### config.mk
export PLATFORM = sky130hd
export DESIGN_NAME = cp0_exc_unit
export DESIGN_NICKNAME = d
export VERILOG_FILES = /design/src/rtl/cp0_exc_unit_pkg.sv /design/src/rtl/cp0_exc_unit.sv
export SDC_FILE = /design/constraint.sdc
export NUM_CORES = 1
export LEC_CHECK = 0
export ABC_AREA = 1
export BUFFER_PORTS_ARGS = -buffer_cell sky130_fd_sc_hd__clkbuf_2
export CORE_ASPECT_RATIO = 2
export CORE_MARGIN = 3
export CORE_UTILIZATION = 35
export DETAILED_ROUTE_END_ITERATION = 10
export PLACE_DENSITY_LB_ADDON = 0.05
export SETUP_SLACK_MARGIN = 0.5
export SLEW_MARGIN = 20
export SYNTH_ARGS = -nofsm -noshare
export SYNTH_HDL_FRONTEND = slang
export SYNTH_SLANG_ARGS = --single-unit
export TNS_END_PERCENT = 50
### constraint.sdc
create_clock -name clk -period 1.72 [get_ports clk]
set_input_delay 0.086 -clock clk [delete_from_list [all_inputs] [get_ports clk]]
set_output_delay 0.086 -clock clk [all_outputs]
set_load 0.01 [all_outputs]
### src/rtl/cp0_exc_unit_pkg.sv
// Shared CP0 constants: exception codes, CP0 register numbers and the
// packed register-field types used by the exception unit.
package cp0_exc_unit_pkg;

  localparam logic [4:0] EXC_INT  = 5'd0;
  localparam logic [4:0] EXC_ADEL = 5'd4;
  localparam logic [4:0] EXC_ADES = 5'd5;
  localparam logic [4:0] EXC_RI   = 5'd10;
  localparam logic [4:0] EXC_OV   = 5'd12;

  localparam logic [4:0] CP0_SR    = 5'd12;
  localparam logic [4:0] CP0_CAUSE = 5'd13;
  localparam logic [4:0] CP0_EPC   = 5'd14;
  localparam logic [4:0] CP0_PRID  = 5'd15;

  typedef struct packed {
    logic [5:0] im;
    logic       exl;
    logic       ie;
  } sr_t;

  typedef struct packed {
    logic       bd;
    logic [5:0] ip;
    logic [4:0] exccode;
  } cause_t;

  localparam sr_t    SR_RESET    = '{im: 6'd0, exl: 1'b0, ie: 1'b0};
  localparam cause_t CAUSE_RESET = '{bd: 1'b0, ip: 6'd0, exccode: 5'd0};

endpackage

### src/rtl/cp0_exc_unit.sv
// Coprocessor 0 exception unit: arbitrates M-stage exceptions against external
// interrupts, holds SR/Cause/EPC/PRId and serves mfc0/mtc0/eret.
module cp0_exc_unit
  import cp0_exc_unit_pkg::*;
#(
  parameter logic [31:0] PRID       = 32'h0000_4D50,
  parameter logic [31:0] HANDLER_PC = 32'h0000_4180
) (
  input  logic        clk,
  input  logic        reset,
  input  logic [31:0] pc_m,
  input  logic        bd_m,
  input  logic [4:0]  exccode_m,
  input  logic [5:0]  hwint,
  input  logic [4:0]  cp0_addr,
  input  logic        cp0_we,
  input  logic [31:0] cp0_wdata,
  input  logic        eret_m,
  output logic [31:0] cp0_rdata,
  output logic [31:0] epc_out,
  output logic        req,
  output logic [31:0] handler_pc
);

  localparam int unsigned SR_IM_LSB     = 10;
  localparam int unsigned SR_EXL_BIT    = 1;
  localparam int unsigned SR_IE_BIT     = 0;
  localparam int unsigned CAUSE_BD_BIT  = 31;
  localparam int unsigned CAUSE_IP_LSB  = 10;
  localparam int unsigned CAUSE_EXC_LSB = 2;

  function automatic logic [31:0] pack_sr(input sr_t s);
    logic [31:0] w;
    w = 32'd0;
    w[SR_IM_LSB +: 6] = s.im;
    w[SR_EXL_BIT]     = s.exl;
    w[SR_IE_BIT]      = s.ie;
    return w;
  endfunction

  function automatic logic [31:0] pack_cause(input cause_t c);
    logic [31:0] w;
    w = 32'd0;
    w[CAUSE_BD_BIT]           = c.bd;
    w[CAUSE_IP_LSB +: 6]      = c.ip;
    w[CAUSE_EXC_LSB +: 5]     = c.exccode;
    return w;
  endfunction

  sr_t         sr_q, sr_d;
  cause_t      cause_q, cause_d;
  logic [31:0] epc_q, epc_d;
  logic        int_pend_s;
  logic        exc_pend_s;

  // Interrupts use the live hwint lines so a newly raised line is taken with zero latency.
  always_comb begin
    int_pend_s = (|(hwint & sr_q.im)) & sr_q.ie & ~sr_q.exl;
    exc_pend_s = (exccode_m != 5'd0) & ~sr_q.exl;
    req        = (int_pend_s | exc_pend_s) & ~reset;
  end

  // Next-state: exception entry wins; otherwise mtc0 applies before the eret EXL clear.
  always_comb begin
    sr_d       = sr_q;
    cause_d    = cause_q;
    epc_d      = epc_q;
    cause_d.ip = hwint;
    if (req) begin
      sr_d.exl        = 1'b1;
      cause_d.bd      = bd_m;
      cause_d.exccode = int_pend_s ? EXC_INT : exccode_m;
      epc_d           = bd_m ? (pc_m - 32'd4) : pc_m;
    end else begin
      if (cp0_we) begin
        case (cp0_addr)
          CP0_SR: begin
            sr_d.im  = cp0_wdata[SR_IM_LSB +: 6];
            sr_d.exl = cp0_wdata[SR_EXL_BIT];
            sr_d.ie  = cp0_wdata[SR_IE_BIT];
          end
          CP0_EPC: epc_d = cp0_wdata;
          default: epc_d = epc_q;
        endcase
      end else begin
        epc_d = epc_q;
      end
      if (eret_m) begin
        sr_d.exl = 1'b0;
      end else begin
        sr_d.exl = sr_d.exl;
      end
    end
  end

  // State registers with synchronous reset.
  always_ff @(posedge clk) begin
    if (reset) begin
      sr_q    <= SR_RESET;
      cause_q <= CAUSE_RESET;
      epc_q   <= 32'd0;
    end else begin
      sr_q    <= sr_d;
      cause_q <= cause_d;
      epc_q   <= epc_d;
    end
  end

  // mfc0 read mux returns pre-edge register contents.
  always_comb begin
    case (cp0_addr)
      CP0_SR:    cp0_rdata = pack_sr(sr_q);
      CP0_CAUSE: cp0_rdata = pack_cause(cause_q);
      CP0_EPC:   cp0_rdata = epc_q;
      CP0_PRID:  cp0_rdata = PRID;
      default:   cp0_rdata = 32'd0;
    endcase
  end

  assign epc_out    = epc_q;
  assign handler_pc = HANDLER_PC;

endmodule

== Word-level counts from Yosys, hierarchy flattened ==
Cells that the tools add are included.
W data, S select, Z words.

* Bits in registers: 52
* Latch bits: 0
* Memory bits (writable): 0
* Bits in read-only memories: 0
* Input port bits: 85
* Word-level logic and storage cells: 40
* Memories: 0

* $add $sub $neg: 1
* $mul: 0
* Divide/modulo/power cells: 0
* Magnitude comparators: 0
* Eq/ne operators: 4
* Shift-type cells: 0
* Muxes and demuxes: 10
* Bitwise logic cells: 9
* Reduce and logical (&&, ||, !) cells: 9

{| class="wikitable"
|+ Operators with widths
! operator !! count
|-
| $mux W32 || 4
|-
| $pmux W32 S4 || 1
|-
| $sub A32 B3 Y32 const B || 1
|-
| $eq A5 B4 Y1 const B || 4
|-
| $and A6 B6 Y6 || 1
|-
| $reduce_bool A3 Y1 || 2
|-
| $reduce_or A6 Y1 || 1
|-
| $mux W5 || 1
|-
| $reduce_bool A5 Y1 || 1
|-
| $and A1 B1 Y1 || 4
|-
| $mux W2 || 2
|-
| $reduce_and A2 Y1 || 2
|-
| $reduce_bool A2 Y1 || 2
|-
| $not A1 Y1 || 3
|-
| $reduce_and A3 Y1 || 1
|-
| $mux W1 || 2
|-
| $or A1 B1 Y1 || 1
|}

== Logic depth before layout (Yosys ltp) ==
Gate-level depths: netlist (run 1).

* Depth in word-level cells: 8
* Depth in mapped cells: 12
* Depth with buffers taken out: 12

== Worst setup path after synthesis (run 1) ==
OpenSTA, ideal clock, no wires.

* Path type: flip-flop to flip-flop
* Start point: register sr_q[5] (netlist bit)
* End point: register epc_q[18] (netlist: epc_out[18])
* Arrival: 1.211 ns
* Path slack: 0.377 ns
* Stages on the path, launching flop included: 13
* Buffers on the path: 2
* Clock period less this slack: 1.343 ns
* Cell sequence: dfxtp_1 nand2_1 nand2_1 nor2_1 nand2_1 nand2_2 nand2_1 nand2_2 inv_2 buf_4 buf_6 o21ai_1 a21oi_1

* Cells in the longest elaborated chain, start to end: 8
* Elaborated cells on any way between the ends: 10
* Those cells by class: mux (1); bitwise (5); reduce/logical (4)

{| class="wikitable"
|+ Ends and longest elaborated chain
! item !! RTL line !! source
|-
| from (decl) || cp0_exc_unit.sv:50 || <nowiki>sr_t sr_q, sr_d;</nowiki>
|-
| from (signal assigned) || cp0_exc_unit.sv:103 || <nowiki>sr_q <= sr_d;</nowiki>
|-
| $and A6 B6 Y6 (*) || cp0_exc_unit.sv:58 || <nowiki>int_pend_s = (|(hwint & sr_q.im)) & sr_q.ie & ~sr_q.exl;</nowiki>
|-
| $reduce_or A6 Y1 (*) || cp0_exc_unit.sv:58 ||
|-
| $and A1 B1 Y1 (*) (2 in a row) || cp0_exc_unit.sv:58 ||
|-
| $or A1 B1 Y1 (*) || cp0_exc_unit.sv:60 || <nowiki>req = (int_pend_s | exc_pend_s) & ~reset;</nowiki>
|-
| $and A1 B1 Y1 (*) || cp0_exc_unit.sv:60 ||
|-
| named net req || cp0_exc_unit.sv:21 || <nowiki>output logic req,</nowiki>
|-
| $reduce_bool A2 Y1 (no line) || - ||
|-
| $reduce_and A2 Y1 (no line) || - ||
|-
| to (signal assigned) || cp0_exc_unit.sv:105 || <nowiki>epc_q <= epc_d;</nowiki>
|-
| to (decl) || cp0_exc_unit.sv:52 || <nowiki>logic [31:0] epc_q, epc_d;</nowiki>
|}

Mark *: on every way through the listed nets, which the timed path passes. The rest lies on a longest branch.
A chain may end at the register's enable or synchronous reset.

== Worst setup path in the final report (run 1) ==
* Start point: register sr_q[4] (netlist bit)
* End point: output req

* Cells in the longest elaborated chain, start to end: 6

{| class="wikitable"
|+ Ends and longest elaborated chain
! item !! RTL line
|-
| $and A6 B6 Y6 || cp0_exc_unit.sv:58
|-
| $reduce_or A6 Y1 || cp0_exc_unit.sv:58
|-
| $and A1 B1 Y1 (2 in a row) || cp0_exc_unit.sv:58
|-
| $or A1 B1 Y1 || cp0_exc_unit.sv:60
|-
| $and A1 B1 Y1 || cp0_exc_unit.sv:60
|-
| to (decl) || cp0_exc_unit.sv:21
|}

Every way passes these cells.

==> results of run 1 <==
## per-stage QoR
step,power [mW],std cells,hold slack (ps)
floorplan,1.88,649,193
global placement,2.18,896,306
detailed placement,2.18,896,310
CTS,3.47,920,13.4
global route,3.74,932,38.9
finish,3.55,932,16.1
## placed cells by master (no fill, tap or decap), types with 7 or more instances in the layout
cell type / instances
nand2_1: 150
clkbuf_2: 143
nor2_1: 87
inv_1: 72
dfxtp_1: 46
conb_1: 32
a21oi_1: 25
o21ai_1: 24
buf_4: 23
nand2_2: 18
nand3_1: 14
xor2_1: 11
o21ai_0: 11
nand4_1: 10
a211oi_2: 9
o21ai_2: 8
clkbuf_16: 8
nand2_4: 7
nor2_2: 7
nor2_4: 7
inv_2: 7
## cells in the mapped netlist, types with 5 or more instances
| cell type | n |
|---|---|
| a211oi_2 | 9 |
| a21oi_1 | 27 |
| buf_2 | 5 |
| buf_4 | 39 |
| clkbuf_1 | 9 |
| dfxtp_1 | 52 |
| inv_1 | 75 |
| inv_2 | 8 |
| nand2_1 | 169 |
| nand2_2 | 6 |
| nand3_1 | 16 |
| nand4_1 | 10 |
| nor2_1 | 91 |
| nor2_2 | 6 |
| o21ai_0 | 14 |
| o21ai_1 | 30 |
| xor2_1 | 11 |
## power by group
part,internal [mW],total [mW],switching (mW)
clock network,0.693,1.20,0.502
registers,1.30,1.37,0.0730
logic,0.417,0.986,0.569
total,2.41,3.55,1.14
## sequential cells by signal, summed over array words and instances, names as in the netlist
register  flops
sr_q          8
epc_out      32
cause_q      12
## routing by layer
| metal | up-vias | routed length, um | track usage [%] |
|---|---|---|---|
| li1 | 2235 | - | - |
| met1 | 2034 | 5110 | 23.8 |
| met2 | 135 | 8720 | 46.2 |
| met3 | 26 | 593 | 1.92 |
| met4 | 0 | 515 | 10.1 |
| met5 | - | 0 | 0 |
## worst min-delay path: cells and delay by family
family / cells / cell delay (ps)
buf+inv: 1 / 80
simple gates: 2 / 110
## final cells by class
class | count | area [um2] | area share, %
clock buffers | 5 | 125 | 2.31
repair buffers | 190 | 1230 | 22.8
well taps | 137 | 171 | 3.17
repair inverters | 3 | 32.5 | 0.602
clock inverters | 3 | 46.3 | 0.856
inverters | 84 | 333 | 6.15
flip-flops and latches | 52 | 1050 | 19.4
multi-input cells | 458 | 2420 | 44.7
## timing repair
item | in CTS | in global routing
buffers inserted | 8 | 6
resized for setup | 21 | 71
hold endpoints to repair | 6 | 0
pin swaps | 4 | 23
setup endpoints to repair | 61 | 70
gates cloned | 2 | 6
hold buffers | 6 | 0
## logic make-up (layout without fill, tap and decap cells)
kind of cell	count (synthesis)	count (layout)	share of synthesized area, %
AND/OR/NAND/NOR	312	312	35.3
buffers and inverters	139	285	17.9
AO/OA/AOI/OAI	99	99	16.0
flip-flops	52	52	27.0
XOR/XNOR	14	14	3.18
other	2	32	0.195
adder cells (fa/ha/maj)	1	1	0.325
## how the worst min path moves through the flow
stage	from	endpoint	slack, ps	depth (start not counted)
6_report	pc_m[1]	epc_out[1]	20	3
5_1_grt	pc_m[1]	epc_out[1]	40	3
4_1_cts	pc_m[0]	epc_out[0]	10	3
3_5_place_dp	hwint[3]	cause_q[8]	310	3
3_3_place_gp	hwint[3]	cause_q[8]	310	3
2_1_floorplan	hwint[5]	cause_q[10]	190	2
==> metrics.md, run 1 <==
| Metric | Value |
|---|---|
| Status | `completed` |
| Final Skew | `5.26 ps` |
| Critical Path, Cell by Cell | `nand2_1, nand2_1, nor2_1, nand2_2, nand2_2, nand2_2, nand2_4, inv_4, buf_12, buf_8` |
| Fin crit period | `1570 ps` |
| Maximum vdd drop | `0.000419 V` |
| Final hold vios | `0` |
| Yosys synthesis warning count | `0` |
| Place WS | `21.1 ps` |
| Vias per cell | `4.75` |
| Dpl hpwl | `11.5 mm` |
| Slew headroom | `61.9%` |
| Pwr/cell area | `657 nW/um2` |
| Die H | `154 um` |
| DIE AREA | `12,400 um2` |
| Critical Path Start Type | `register` |
| Fillcell total | `1,187` |
| Worst r2r dst | `cause_q[0]` |
| Synthesis-to-layout area growth | `40.5%` |
| Final GP Congestion | `0.911` |
| Register area share after synthesis | `27.0%` |
| Reg2Reg Setup Slack | `150 ps` |
| Number of clock sinks | `52` |
| Post-route setup slack | `155 ps` |
| Setup CP Type | `reg -> out` |
| Ys async rst share | `0%` |
| Final core utilization | `51.0%` |
| Yosys reg bits | `52` |
| Crit path max-delay family | `simple AND/OR/NAND/NOR gates` |
| Row Count | `53` |
| Final Cell Area | `5410 um2` |
| Synth Instances | `619` |
| Max stage delay on crit path | `320 ps` |
| Htree depth | `2` |
| DR vias | `4,430` |
| CTS buffer count | `5` |
| Max_cap viols | `0` |
| Synth top area cells | `dfxtp_1, nand2_1, nor2_1, buf_4, inv_1` |
| RSZ-0062 raised after global routing | `true` |
| Setup TNS | `0 ps` |
| Layout cells sized above 1 | `35.3%` |
| Final WL | `14.9 mm` |
| Ant diodes | `0` |
| Launch point of the worst reg-to-reg path | `sr_q[4]` |
| TritonCTS clock tree | `done` |
| Port bufs | `149` |
| Pin count of the biggest net entering global routing | `43` |
| Register-to-Register Path Depth | `12` |
| Clk slew on worst S/H paths | `70 ps` |
| Crit. Startpoint | `sr_q[4]` |
| # setup viols final | `0` |
| Synthesized area per cell | `6.22 um2` |
| Critical path depth | `10` |
| Nets | `880` |
| Fin. max-slew vios | `0` |
| Average wire per standard cell | `16.0 um` |
| Antenna viol nets, final | `0` |
| Worst setup endpoint | `req` |
| Fmax | `639 MHz` |
| Slew at the pin closest to its max-slew limit | `572 ps` |
| CP max FO | `7` |
| Ports | `182` |
| Remaining DRCs | `0` |
| Clock insertion delay at the later pin of the skew report | `300 ps` |
| Mapped Area | `3850 um2` |
| Req. time, crit path | `1630 ps` |
| Top_reg_cell synth | `dfxtp_1` |
| Vias in the first global route | `4,303` |
| DRT iter0 DRCs | `155` |
| Hold WC Path Type | `in -> reg` |
| DP Area | `4670 um2` |
| Worst path arrival time | `1480 ps` |
| Slowest-stage cell, CP | `dfxtp_2` |
| CP dominant cell by count | `nand2_2` |
| Root Buffer | `clkbuf_16` |
| CORE AREA | `10,600 um2` |
| Die width | `80.2 um` |
| Gr usage total | `23.4%` |
| Grt ovf | `0` |
| First-pass DRT Iterations | `6` |
| Post-synth EDFFs | `0` |
| Initial Util | `36.3%` |
| Post-synth top area cell | `dfxtp_1` |
| Worst Path Buf+Inv | `3` |
| Clock Tree Buf Depth | `2` |
| First-pass GRT wire length | `22.1 mm` |
| Period utilisation layout | `91.0%` |
| Share of the synthesized area in the top cell type | `27.0%` |
| Yosys cell types | `37` |
| CP Capture Type | `primary output` |
| Leakage Power | `2.66 nW` |
| Antenna violations before repair | `0` |
Power figures use the tool's default switching activity.
==> run 2, diff against run 1 <==
--- a/config.mk
+++ b/config.mk
@@ -14,5 +14,4 @@
 export PLACE_DENSITY_LB_ADDON = 0.05
 export SETUP_SLACK_MARGIN = 0.5
-export SLEW_MARGIN = 20
 export SYNTH_ARGS = -nofsm -noshare
 export SYNTH_HDL_FRONTEND = slang
==> constraint.sdc (replaced) <==
create_clock -name clk -period 1.72 [get_ports clk]
set_input_delay 0.344 -clock clk [delete_from_list [all_inputs] [get_ports clk]]
set_output_delay 0.344 -clock clk [all_outputs]
set_load 0.01 [all_outputs]
==> run 2 against run 1 <==
The run now ends with negative setup slack left. Clock power hardly changed. Cell count up 3.9%. Hold slack improved by 240 ps. Count of clock-buffer cells in the layout increased by 1. Combinational power rose by 16%. Via count grew 4.1%.
==> metrics.md, run 2 (synthesized netlist as in run 1, its figures left out) <==
| Metric | Value |
|---|---|
| Status | `finished, violations left` |
| Failing checks | `negative setup slack` |
| DR vias | `4,612 (+4.1%)` |
| Pin count of the biggest net entering global routing | `43 (unchanged)` |
| Clock insertion delay at the later pin of the skew report | `290 ps (about the same)` |
| Pwr/cell area | `584 nW/um2 (-11%)` |
| Htree depth | `2 (unchanged)` |
| DIE AREA | `12,400 um2 (unchanged)` |
| Port bufs | `149 (unchanged)` |
| Max_cap viols | `0 (unchanged)` |
| Slew at the pin closest to its max-slew limit | `569 ps (-3.31 ps)` |
| Req. time, crit path | `1380 ps (-250 ps)` |
| Layout cells sized above 1 | `44.5% (+9.2 points)` |
| Worst Path Buf+Inv | `3 (unchanged)` |
| DP Area | `5200 um2 (+11%)` |
| Ports | `182 (unchanged)` |
| Leakage Power | `3.11 nW (+17%)` |
| Grt ovf | `0 (unchanged)` |
| Commonest non-fill, non-tap cell in the layout | `nand2_1` |
| Row Count | `53 (unchanged)` |
| Remaining DRCs | `0 (unchanged)` |
| Maximum vdd drop | `0.000585 V (+40%)` |
| Post-route setup slack | `-8.59 ps (-164 ps)` |
| Dpl hpwl | `11.9 mm (+3.6%)` |
| Max reg flops | `32 (unchanged)` |
| Gr usage total | `24.0% (+0.60 points)` |
| Final hold vios | `0 (unchanged)` |
| First-pass DRT Iterations | `4 (-2)` |
| Fmax | `579 MHz (-9.5%)` |
| Min Hold Slack | `254 ps (+238 ps)` |
| Fin. max-slew vios | `0 (unchanged)` |
| Clock Tree Buf Depth | `2 (unchanged)` |
| Number of clock sinks | `52 (unchanged)` |
| Average wire per standard cell | `16.6 um (+3.3%)` |
| DRT iter0 DRCs | `201 (+30%)` |
| # setup viols final | `1 (+1)` |
| Placed instance count | `937 (+4.6%)` |
| CP Capture Type | `primary output` |
| Final core utilization | `60.3% (+9.3 points)` |
| RSZ-0062 raised after global routing | `true` |
| Final GP Congestion | `0.979 (+7.4%)` |
| Non-Filler Instances | `968 (+3.9%)` |
| Vias per cell | `4.76 (+0.24%)` |
| TritonCTS clock tree | `done` |
| Most frequent cells in the layout | `nand2_1, clkbuf_2, inv_1, nor2_1, buf_4` |
| Final Cell Area | `6400 um2 (+18%)` |
| Die width | `80.2 um (unchanged)` |
| Synthesis-to-layout area growth | `66.2%` |
| Final Skew | `7.59 ps (+2.33 ps)` |
| Final WL | `16.0 mm (+7.3%)` |
| Root Buffer | `clkbuf_16` |
| CTS buffer count | `5 (unchanged)` |
| Nets | `916 (+4.1%)` |
| Post-cts hold buffer count | `0 (-6)` |
| Period utilisation layout | `100% (+9.5 points)` |
| Register area | `1060 um2 (+0.83%)` |
| Setup CP Type | `reg -> out` |
| Hold WC Path Type | `in -> reg` |
| Critical Path Start Type | `register` |
| Critical Path, Cell by Cell | `nand2_4, nand2_2, nor2_1, nand2_1, nand2_2, nand2_2, nand2_4, inv_6, buf_12, clkbuf_8` |
| Max stage delay on crit path | `340 ps (+20 ps)` |
| Die H | `154 um (unchanged)` |
| Slew headroom | `62.1% (+0.22 points)` |
| Ant diodes | `0 (unchanged)` |
| CP dominant cell by count | `nand2_2` |
| Antenna viol nets, final | `0 (unchanged)` |
| Fillcell total | `1,051 (-11%)` |
| Crit path max-delay family | `simple AND/OR/NAND/NOR gates` |
| Slowest-stage cell, CP | `dfxtp_2` |
| Worst path arrival time | `1380 ps (-100 ps)` |
| CP max FO | `2 (-5)` |
| Fin crit period | `1730 ps (+164 ps)` |
| Vias in the first global route | `4,418 (+2.7%)` |
| First-pass GRT wire length | `22.9 mm (+3.8%)` |
| Antenna violations before repair | `0 (unchanged)` |
| Clk slew on worst S/H paths | `70 ps (about the same)` |
| Initial Util | `36.3% (unchanged)` |
| CORE AREA | `10,600 um2 (unchanged)` |
| Multi-input combinational cell area | `2760 um2 (+14%)` |
[run 2: area by class of cell]
type | count | share of cell area, %
Multi-Input combinational cell | 458 | 43.1
Tap cell | 137 | 2.68
Clock inverter | 2 | 0.606
Inverter | 84 | 5.94
Sequential cell | 52 | 16.5
Timing Repair inverter | 2 | 0.372
Clock buffer | 6 | 2.17
Timing Repair Buffer | 227 | 28.6
[run 2: through the flow]
step | power (mW) | TNS (ps) | worst slack, ps
detailed placement | 2.28 | -1170 | -102
CTS | 3.60 | -24.0 | -24.0
global route | 3.90 | -97.5 | -91.5
finish | 3.74 | -8.59 | -8.59
floorplan | 1.92 | 0 | 256
global placement | 2.28 | -877 | -96.1
[run 2: tightest hold or removal path, cell delays in order]
cell      delay, ps
clkbuf_2         90
inv_1            40
nor2_1           30
[run 2: final timing paths]
path              startpoint  slack, ps  depth (start not counted)    endpoint
hold reg to reg      sr_q[5]        480                          2     sr_q[5]
setup reg to reg     sr_q[3]        120                         14  epc_out[5]
hold / removal      hwint[4]        250                          3  cause_q[9]
setup / recovery     sr_q[3]         -9                         10         req
[run 2: where the power goes]
part           internal, mW  total (mW)  switching, mW  leakage, nW
Combinational         0.499        1.14          0.641         2.59
Clock                 0.730        1.21          0.480       0.0871
Sequential             1.30        1.39         0.0844        0.434
Total                  2.53        3.74           1.21         3.11
[run 2: per-layer routing]
metal / share of wire [%] / up-vias / GRT usage [%] / wire (um)
met3: 3.6 / 20 / 2.21 / 578
li1: - / 2313 / - / -
met1: 35 / 2153 / 25.1 / 5620
met5: 0 / - / 0 / 0
met4: 2.2 / 0 / 5.08 / 353
met2: 59 / 126 / 49.1 / 9480
[run 2: timing repair]
action | CTS | global route
buffers inserted | 8 | 6
pin swaps | 24 | 36
gates resized for setup | 81 | 136
gates cloned | 4 | 5
endpoints found under the setup margin | 81 | 82
==> run 3, diff against run 2 <==
ABC_AREA = unset   (was 1)
==> run 3 against run 2 <==
The flow still finishes with violations (negative setup slack). Clock skew fell by 4.2 ps. Cell count fell by 15%. Hold slack improved by 29 ps. Via count fell by 12%. Global-route usage rose by 0.11 points. Sequential power barely moved. Register-to-register slack got worse by 280 ps. Largest cell class unchanged.
==> metrics.md, run 3 <==
| Metric | Value |
|---|---|
| Nets | `774 (-16%)` |
| CP max FO | `3 (+1)` |
| TritonCTS clock tree | `done` |
| DIE AREA | `11,300 um2 (-8.7%)` |
| Post-route setup slack | `-352 ps (-344 ps)` |
| Met2 usage | `49.4% (+0.38 points)` |
| Antenna violations before repair | `0 (unchanged)` |
| Commonest non-fill, non-tap cell in the layout | `clkbuf_2` |
| Grt met3 use | `2.52% (+0.30 points)` |
| Fin crit period | `2070 ps (+344 ps)` |
| Gr usage total | `24.1% (+0.11 points)` |
| Max_cap viols | `0 (unchanged)` |
| Met1 usage | `22.6% (-2.4 points)` |
| Synth Instances | `434 (-30%)` |
| Clock Tree Buf Depth | `2 (unchanged)` |
| Root Buffer | `clkbuf_16` |
| CORE AREA | `9760 um2 (-8.0%)` |
| Failing checks | `negative setup slack` |
| Final hold vios | `0 (unchanged)` |
| Critical Path, Cell by Cell | `buf_6, or4_4, buf_6, or4_4, or3_4, a221oi_4, a211oi_2` |
| Die H | `147 um (-4.5%)` |
| Final Skew | `3.43 ps (-4.16 ps)` |
| Slowest-stage cell, CP | `or4_4` |
| Worst path arrival time | `2250 ps (+870 ps)` |
| Layout cells sized above 1 | `57.0% (+12 points)` |
| Pin count of the biggest net entering global routing | `20 (-53%)` |
| Remaining DRCs | `0 (unchanged)` |
| Synth top area cells | `dfxtp_1, a211oi_1, buf_4, mux2i_1, nor2b_1` |
| DRT iter0 DRCs | `115 (-43%)` |
| Fin. max-slew vios | `0 (unchanged)` |
| Status | `finished, violations left` |
| Post-synth top area cell | `dfxtp_1` |
| Final GP Congestion | `0.921 (-5.9%)` |
| Critical Path Start Type | `input port` |
| Row Count | `51 (-3.8%)` |
| Ports | `182 (unchanged)` |
| Fmax | `483 MHz (-17%)` |
| Post-synth EDFFs | `0 (unchanged)` |
| DR vias | `4,081 (-12%)` |
| Top_reg_cell synth | `dfxtp_1` |
| CTS buffer count | `5 (unchanged)` |
| Average wire per standard cell | `16.9 um (+1.9%)` |
| Mapped Area | `3490 um2 (-9.2%)` |
| Number of clock sinks | `52 (unchanged)` |
| Synth top cells by count | `dfxtp_1, nor2_1, a211oi_1, buf_4, nor2b_1` |
| Gr busiest metal | `met2` |
| Vias per cell | `4.98 (+4.5%)` |
| Share of the synthesized area in the top cell type | `29.8% (+2.7 points)` |
| Period utilisation layout | `120% (+20 points)` |
| Final WL | `13.8 mm (-14%)` |
| Htree depth | `2 (unchanged)` |
| Ant diodes | `0 (unchanged)` |
| Post-cts hold buffer count | `0 (unchanged)` |
| Final core utilization | `63.1% (+2.8 points)` |
| Synthesized area per cell | `8.05 um2 (+29%)` |
| # setup viols final | `47 (+46)` |
| First-pass GRT wire length | `21.4 mm (-6.8%)` |
| RSZ-0062 raised after global routing | `true` |
| Dpl hpwl | `10.8 mm (-9.3%)` |
| Most frequent cells in the layout | `clkbuf_2, buf_4, dfxtp_1, nor2_1, buf_6` |
| Count leader, synth | `dfxtp_1` |
| Reg2Reg Setup Slack | `-160 ps (-280 ps)` |
| Antenna viol nets, final | `0 (unchanged)` |
| Synthesis-to-layout area growth | `76.4%` |
| Hold WC Path Type | `in -> reg` |
| Yosys synthesis warning count | `0 (unchanged)` |
| Die width | `76.7 um (-4.4%)` |
| Total power draw | `3.71 mW (-0.74%)` |
| Vias in the first global route | `4,269 (-3.4%)` |
| CP Capture Type | `register` |
| Yosys reg bits | `52 (unchanged)` |
| Yosys cell types | `43 (+16%)` |
| Register area share after synthesis | `29.8% (+2.7 points)` |
| First-pass DRT Iterations | `4 (unchanged)` |
| Leakage Power | `2.71 nW (-13%)` |
| Max stage delay on crit path | `540 ps (+200 ps)` |
| Grt ovf | `0 (unchanged)` |
| Pwr/cell area | `602 nW/um2 (+3.1%)` |
| Clk slew on worst S/H paths | `70 ps (about the same)` |
| Setup TNS | `-4550 ps (-4540 ps)` |
| Initial Util | `35.8% (-0.49 points)` |
| Port bufs | `149 (unchanged)` |
| Req. time, crit path | `1900 ps (+520 ps)` |
| Clock insertion delay at the later pin of the skew report | `290 ps (about the same)` |
| Setup CP Type | `in -> reg` |
| Place WS | `-654 ps (-552 ps)` |
| Max reg flops | `32 (unchanged)` |
| Maximum vdd drop | `0.000602 V (+2.9%)` |
| Ys async rst share | `0% (unchanged)` |
[run 3: final timing paths]
kind / end / startpoint / cells after the start
max: epc_out[29] / pc_m[18] / 7
min: cause_q[10] / hwint[5] / 2
max reg2reg: epc_out[31] / sr_q[3] / 8
min reg2reg: cause_q[11] / cause_q[11] / 2
[run 3: layout make-up]
type / count / area, um2
Clock buffer: 5 / 125
Clock inverter: 2 / 60.1
Fill cell: 925 / 3600
Inverter: 4 / 15.0
Timing Repair Buffer: 279 / 2040
Multi-Input combinational cell: 346 / 2720
Tap cell: 132 / 165
Sequential cell: 52 / 1040
[run 3: metrics by stage]
stage | cell area (um2) | cells | hold slack, ps
floorplan | 3830 | 464 | 439
global placement | 5210 | 797 | 477
detailed placement | 5210 | 797 | 477
CTS | 5860 | 816 | 277
global route | 6160 | 820 | 293
finish | 6160 | 820 | 282
[run 3: repair_timing]
item,CTS,global route
gates resized for setup,77,87
pin swaps,30,21
setup endpoints to repair,80,82
cloned,3,0
setup buffers,9,4
[run 3: power breakdown]
group	switching, mW	leakage (nW)	total, mW	internal (mW)
clock	0.464	0.0899	1.29	0.827
combinational	0.527	2.19	1.05	0.522
sequential	0.0752	0.432	1.37	1.30
[run 3: worst max-delay path, delay by kind of cell]
kind                   cells  cell delay (ps)
AOI/OAI and AO/OA          2              370
and+or+nand+nor            3             1300
buffers and inverters      2              230
[run 3: layer usage]
layer,vias to the layer above,routed length [um]
met1,1927,4480
li1,1994,-
met2,132,8270
met5,-,0
met3,28,560
met4,0,509
[run 3: kinds of logic (layout without fill, tap and decap cells)]
group / Yosys count / count (layout) / share of synthesized area (%)
buf+inv: 66 / 290 / 10.7
compound gates: 86 / 86 / 17.7
other cells: 2 / 32 / 0.215
flops: 52 / 52 / 29.8
xor+xnor: 25 / 25 / 6.27
simple gates: 179 / 179 / 28.4
mux: 23 / 23 / 6.59
fa+ha+maj: 1 / 1 / 0.358
